`config.mk`:
```
export PLATFORM = sky130hd
export DESIGN_NAME = vector_wb_queue
export DESIGN_NICKNAME = d
export VERILOG_FILES = /design/src/rtl/vector_wb_queue.sv
export SDC_FILE = /design/constraint.sdc
export NUM_CORES = 2
export LEC_CHECK = 0
export ABC_CLOCK_PERIOD_IN_PS = 22700
export CAP_MARGIN = 20
export CORE_MARGIN = 1.5
export CORE_UTILIZATION = 30
export CTS_CLUSTER_SIZE = 20
export DETAILED_ROUTE_END_ITERATION = 16
export SKIP_CTS_REPAIR_TIMING = 1
export SLEW_MARGIN = 40
export SYNTH_ARGS = -nofsm -noshare
export SYNTH_HDL_FRONTEND = slang
export SYNTH_SLANG_ARGS = --single-unit
```
`constraint.sdc`:
```
create_clock -name CLK -period 22.7 [get_ports CLK]
set_clock_uncertainty 0.15 [all_clocks]
set_input_delay 4.54 -clock CLK [delete_from_list [all_inputs] [get_ports CLK]]
set_output_delay 4.54 -clock CLK [all_outputs]
set_load 0.05 [all_outputs]
```
`src/rtl/vector_wb_queue.sv`:
```
// Writeback queue between the VALU and the vector register file: buffers results in a small FIFO,
// drains them through a valid/ack write port, and tracks per-register in-flight writes for hazards.
module vector_wb_queue #(
  parameter int unsigned NUM_ELEMENTS = 32,
  parameter int unsigned NUM_VREGS    = 32,
  parameter int unsigned VSEL_W       = $clog2(NUM_VREGS),
  parameter int unsigned DEPTH        = 4
) (
  input  logic                      CLK,
  input  logic                      nRST,
  input  logic                      flush,
  input  logic                      issue_valid,
  input  logic [VSEL_W-1:0]         issue_vd,
  input  logic                      res_valid,
  output logic                      res_ready,
  input  logic [VSEL_W-1:0]         res_vd,
  input  logic [NUM_ELEMENTS*16-1:0] res_data,
  input  logic [NUM_ELEMENTS-1:0]   res_vmask,
  output logic                      wb_wen,
  output logic [VSEL_W-1:0]         wb_vd,
  output logic [NUM_ELEMENTS*16-1:0] wb_data,
  output logic [NUM_ELEMENTS-1:0]   wb_wmask,
  input  logic                      wb_ack,
  output logic [NUM_VREGS-1:0]      busy,
  output logic [$clog2(DEPTH):0]    count,
  output logic [1:0]                error
);

  localparam int unsigned DW = NUM_ELEMENTS * 16;
  localparam int unsigned PW = $clog2(DEPTH);
  localparam int unsigned CW = PW + 1;

  logic [VSEL_W-1:0]       vd_mem_q   [DEPTH];
  logic [DW-1:0]           data_mem_q [DEPTH];
  logic [NUM_ELEMENTS-1:0] mask_mem_q [DEPTH];

  logic [PW-1:0]        rd_ptr_q, rd_ptr_d;
  logic [PW-1:0]        wr_ptr_q, wr_ptr_d;
  logic [CW-1:0]        count_q, count_d;
  logic [NUM_VREGS-1:0] busy_q, busy_d;
  logic [1:0]           error_q, error_d;

  logic                    head_valid;
  logic                    full;
  logic [VSEL_W-1:0]       head_vd;
  logic [DW-1:0]           head_data;
  logic [NUM_ELEMENTS-1:0] head_mask;
  logic                    push;
  logic                    pop;

  assign head_valid = (count_q != '0);
  assign full       = (count_q == CW'(DEPTH));
  assign head_vd    = vd_mem_q[rd_ptr_q];
  assign head_data  = data_mem_q[rd_ptr_q];
  assign head_mask  = mask_mem_q[rd_ptr_q];

  // A zero-mask head is retired without a write request; ack is irrelevant for it.
  assign push = res_valid && !full && !flush;
  assign pop  = head_valid && (wb_ack || (head_mask == '0)) && !flush;

  always_comb begin
    rd_ptr_d = rd_ptr_q;
    wr_ptr_d = wr_ptr_q;
    count_d  = count_q;
    busy_d   = busy_q;
    error_d  = error_q;
    if (flush) begin
      rd_ptr_d = '0;
      wr_ptr_d = '0;
      count_d  = '0;
      busy_d   = '0;
    end else begin
      if (push) wr_ptr_d = wr_ptr_q + PW'(1);
      if (pop)  rd_ptr_d = rd_ptr_q + PW'(1);
      count_d = count_q + CW'(push) - CW'(pop);
      if (issue_valid && busy_q[issue_vd] && !(pop && (head_vd == issue_vd))) error_d[0] = 1'b1;
      if (push && !busy_q[res_vd]) error_d[1] = 1'b1;
      // Clear before set so a same-cycle issue to the retiring register stays busy.
      if (pop)         busy_d[head_vd]  = 1'b0;
      if (issue_valid) busy_d[issue_vd] = 1'b1;
    end
  end

  always_ff @(posedge CLK or posedge nRST) begin
    if (nRST) begin
      rd_ptr_q <= '0;
      wr_ptr_q <= '0;
      count_q  <= '0;
      busy_q   <= '0;
      error_q  <= '0;
    end else begin
      rd_ptr_q <= rd_ptr_d;
      wr_ptr_q <= wr_ptr_d;
      count_q  <= count_d;
      busy_q   <= busy_d;
      error_q  <= error_d;
    end
  end

  // Payload storage needs no reset: it is only observed through count_q.
  always_ff @(posedge CLK) begin
    if (push) begin
      vd_mem_q[wr_ptr_q]   <= res_vd;
      data_mem_q[wr_ptr_q] <= res_data;
      mask_mem_q[wr_ptr_q] <= res_vmask;
    end
  end

  always_comb begin
    res_ready = !nRST && !full;
    wb_wen    = head_valid && (head_mask != '0);
    wb_vd     = head_valid ? head_vd   : '0;
    wb_data   = head_valid ? head_data : '0;
    wb_wmask  = head_valid ? head_mask : '0;
    busy      = busy_q;
    count     = count_q;
    error     = error_q;
  end

endmodule

```
==> flow_metrics.env <==
export IMPL_status="completed"
export IMPL_hold_viol=0
export IMPL_layout_min_cycle_time_ns=10.91
export IMPL_synth_top_family_by_area="multiplexers"
export IMPL_syn2layout_area_growth_pct=27.8
export IMPL_endpoint_kind="output pin"
export IMPL_htree_levels=4
export IMPL_setup_viol=0
export IMPL_crit_fanout=51
export IMPL_vdd_drop_max_v=0.0000952
export IMPL_synth_seq_cells=2237
export IMPL_ys_async_sr_fraction_pct=1.83
export IMPL_insertion_delay_ns=0.84
export IMPL_slew_viol_final=0
export IMPL_r2r_slack_ns=16.87
export IMPL_synth_compound_area_share_pct=0.522
export IMPL_finalNetCount=5607
export IMPL_leakagePower_nw=33.7
export IMPL_rr_endpoint="count[2]"
export IMPL_worstMarginPinSlew_ns=0.888
export IMPL_gr_usage_met2_pct=24.9
export IMPL_core_um2=283000
export IMPL_cts_buffers_inserted=232
export IMPL_synth_adder_area_share_pct=0.111
export IMPL_hp_class="reg -> reg"
export IMPL_rows=195
export IMPL_grt_use_total_pct=15.3
export IMPL_io_buffers=1147
export IMPL_finalPower_mw=13.4
export IMPL_min_delay_start="error[1]"
export IMPL_crit_required_ns=18.01
export IMPL_cp_slowest_cell="dfrtp_4"
export IMPL_cts_buffer_depth=4
export IMPL_grt_pass1_wl_um=322000
export IMPL_dr_total_vias=42800
export IMPL_critPathKind="reg -> out"
export IMPL_final_util_pct=38.6
export IMPL_cts_sinks=2237
export IMPL_grt_pass1_vias=44400
export IMPL_r2r_start="rd_ptr_q[0]"
export IMPL_max_cap_viol_count=0
export IMPL_yosysWarnings=0
export IMPL_synth_nets=4355
export IMPL_startpoint_type="flip-flop"
export IMPL_root_buffer="clkbuf_16"
export IMPL_finalSetupTns_ns=0
export IMPL_syn_inst=3788
export IMPL_hold_path_endpoint="error[1]"
export IMPL_cp_cell_sequence="buf_4 > buf_12 > buf_16 > buf_4 > buf_4 > mux4_2 > and2_1 > clkdlybuf4s50_1"
export IMPL_detailed_place_area_um2=102000
export IMPL_antenna_found_initial=72
export IMPL_clk_pin_slew_worst_paths_ns=0.06
export IMPL_synth_seq_area_share_pct=78.5
export IMPL_synth_edf_count=2196
export IMPL_die_x_um=536
export IMPL_routed_wl_um=227000
export IMPL_crit_buf_inv=6
export IMPL_path_common_cell="buf_4"
export IMPL_drc=0
export IMPL_die_h_um=536
export IMPL_finalCritPeriodShare_pct=48.1
export IMPL_overflow=0
export IMPL_synth_mux_area_share_pct=15.0
export IMPL_die_area_um2=288000
export IMPL_drive_gt1_share_pct=18.6
export IMPL_slew_headroom_pct=40.8
export IMPL_power_density_nw_per_um2=123
export IMPL_critPathMaxStageDelay_ns=0.89
export IMPL_use_met3_pct=5.89
export IMPL_syn_cell_area_um2=85300
export IMPL_firstDrtPassIters=7
export IMPL_worstPathArrival_ns=6.22
export IMPL_synth_xor_area_share_pct=0.0821
export IMPL_post_drt_wl_per_cell_um=25.2
export IMPL_initialDrtViolationCount=3097
export IMPL_yosys_area_share_simple_pct=4.78
export IMPL_fmax_mhz=91.6
export IMPL_io_pins=1148
export IMPL_grt_busiest_layer="met2"
export IMPL_synthFlopType="edfxtp_1"
export IMPL_ys_types=47
export IMPL_cts_tree="done"
export IMPL_ff2ff_path_depth=14
export IMPL_met1_usage_pct=18.8
export IMPL_ant_nets=0
export IMPL_grt_max_degree=125
export IMPL_critPathTopFamily="buffers and inverters"
export IMPL_vias_per_cell=4.75
export IMPL_gp_congestion=0.833
export IMPL_fin_area_um2=109000
export IMPL_initial_utilization_pct=30.2
export IMPL_synth_area_per_cell_um2=22.5
export IMPL_min_path_cells=1
export IMPL_rsz0062_at_grt="false"
export IMPL_dp_hpwl_um=148000
==> cell families (layout without fill, tap and decap cells) <==
family / count (synthesis) / count (layout)
flip-flops: 2237 / 2237
AND/OR/NAND/NOR: 681 / 681
multiplexers: 569 / 569
buffers and inverters: 216 / 1657
AO/OA/AOI/OAI: 70 / 70
XOR/XNOR: 8 / 8
adder cells (fa/ha/maj): 7 / 7
other: 0 / 30
==> registers in the layout (all words and copies together), names as in the netlist <==
register,cells
count,3
vd_mem_q,20
busy,32
data_mem_q,2048
mask_mem_q,128
wr_ptr_q,2
rd_ptr_q,2
error,2
==> synth_stat cells, drive strengths merged, types with 7 or more instances <==
master / number / area, um^2
edfxtp: 2196 / 65900
and2: 553 / 3460
o21ai: 27 / 135
a21oi: 17 / 85.1
nand3: 7 / 35.0
nand2: 10 / 37.5
inv: 13 / 48.8
a31oi: 7 / 43.8
dfrtp: 41 / 1030
nor4: 9 / 62.6
buf: 86 / 412
mux4: 567 / 12800
nand3b: 7 / 52.6
nor2b: 10 / 62.6
nor2: 68 / 255
clkbuf: 117 / 439
==> report_power, final <==
part	switching (mW)	leakage (nW)	total, mW	internal (mW)
Sequential	0.0615	20.5	4.84	4.78
Clock	1.57	3.48	3.60	2.03
Combinational	3.22	9.77	4.93	1.70
==> metrics by stage <==
stage | hold WS [ns] | worst slack [ns] | instances
after detailed placement | 0.293 | 12.09 | 8541
after floorplan | 0.393 | 4.18 | 3788
after global placement | 0.301 | 12.04 | 8533
after global routing | 0.316 | 11.17 | 8983
after CTS | 0.306 | 11.45 | 8964
final | 0.306 | 11.79 | 9002
==> layout make-up <==
type	instances	area [um^2]
Fill cell	25400	173000
Clock inverter	142	1160
Tap cell	3743	4680
Sequential cell	2237	67000
Multi-Input combinational cell	1335	17500
Clock buffer	281	6030
Inverter	13	48.8
Timing Repair Buffer	1221	12600
Antenna cell	30	75.1
==> cell usage in the layout, fill, tap and decap left out, types with 7 or more instances in the layout <==
cell type and count:
dfrtp_1 39, nand3_1 7, bufinv_16 13, edfxtp_1 2196, o21ai_0 27, a21oi_1 17
a31oi_1 7, clkinv_2 35, buf_16 10, nor2b_1 10, buf_12 19, diode_2 30
mux4_2 567, nand2_1 10, clkinvlp_4 11, buf_4 24, nand3b_1 7, clkbuf_1 46
inv_1 11, and2_1 549, buf_6 21, clkdlybuf4s50_1 1147, clkinv_1 69, nor2_1 68
clkbuf_16 233
==> worst max path at each step <==
stage	end	start	cells past startpoint	slack [ns]
after floorplan	data_mem_q[0][0]	flush	3	4.18
after global placement	res_ready	nRST	3	12.04
after detailed placement	res_ready	nRST	3	12.09
after CTS	wb_data[95]	rd_ptr_q[0]	7	11.45
after global routing	wb_data[447]	rd_ptr_q[0]	8	11.17
final	wb_data[368]	rd_ptr_q[0]	8	11.79
==> layer usage <==
| layer | share of wire (%) | wire [um] |
|---|---|---|
| met1 | 39 | 88400 |
| met2 | 48 | 109000 |
| met3 | 9.9 | 22400 |
| met4 | 2.8 | 6400 |
| met5 | 0.18 | 414 |
Note: power is estimated with default switching activity, not from simulation.
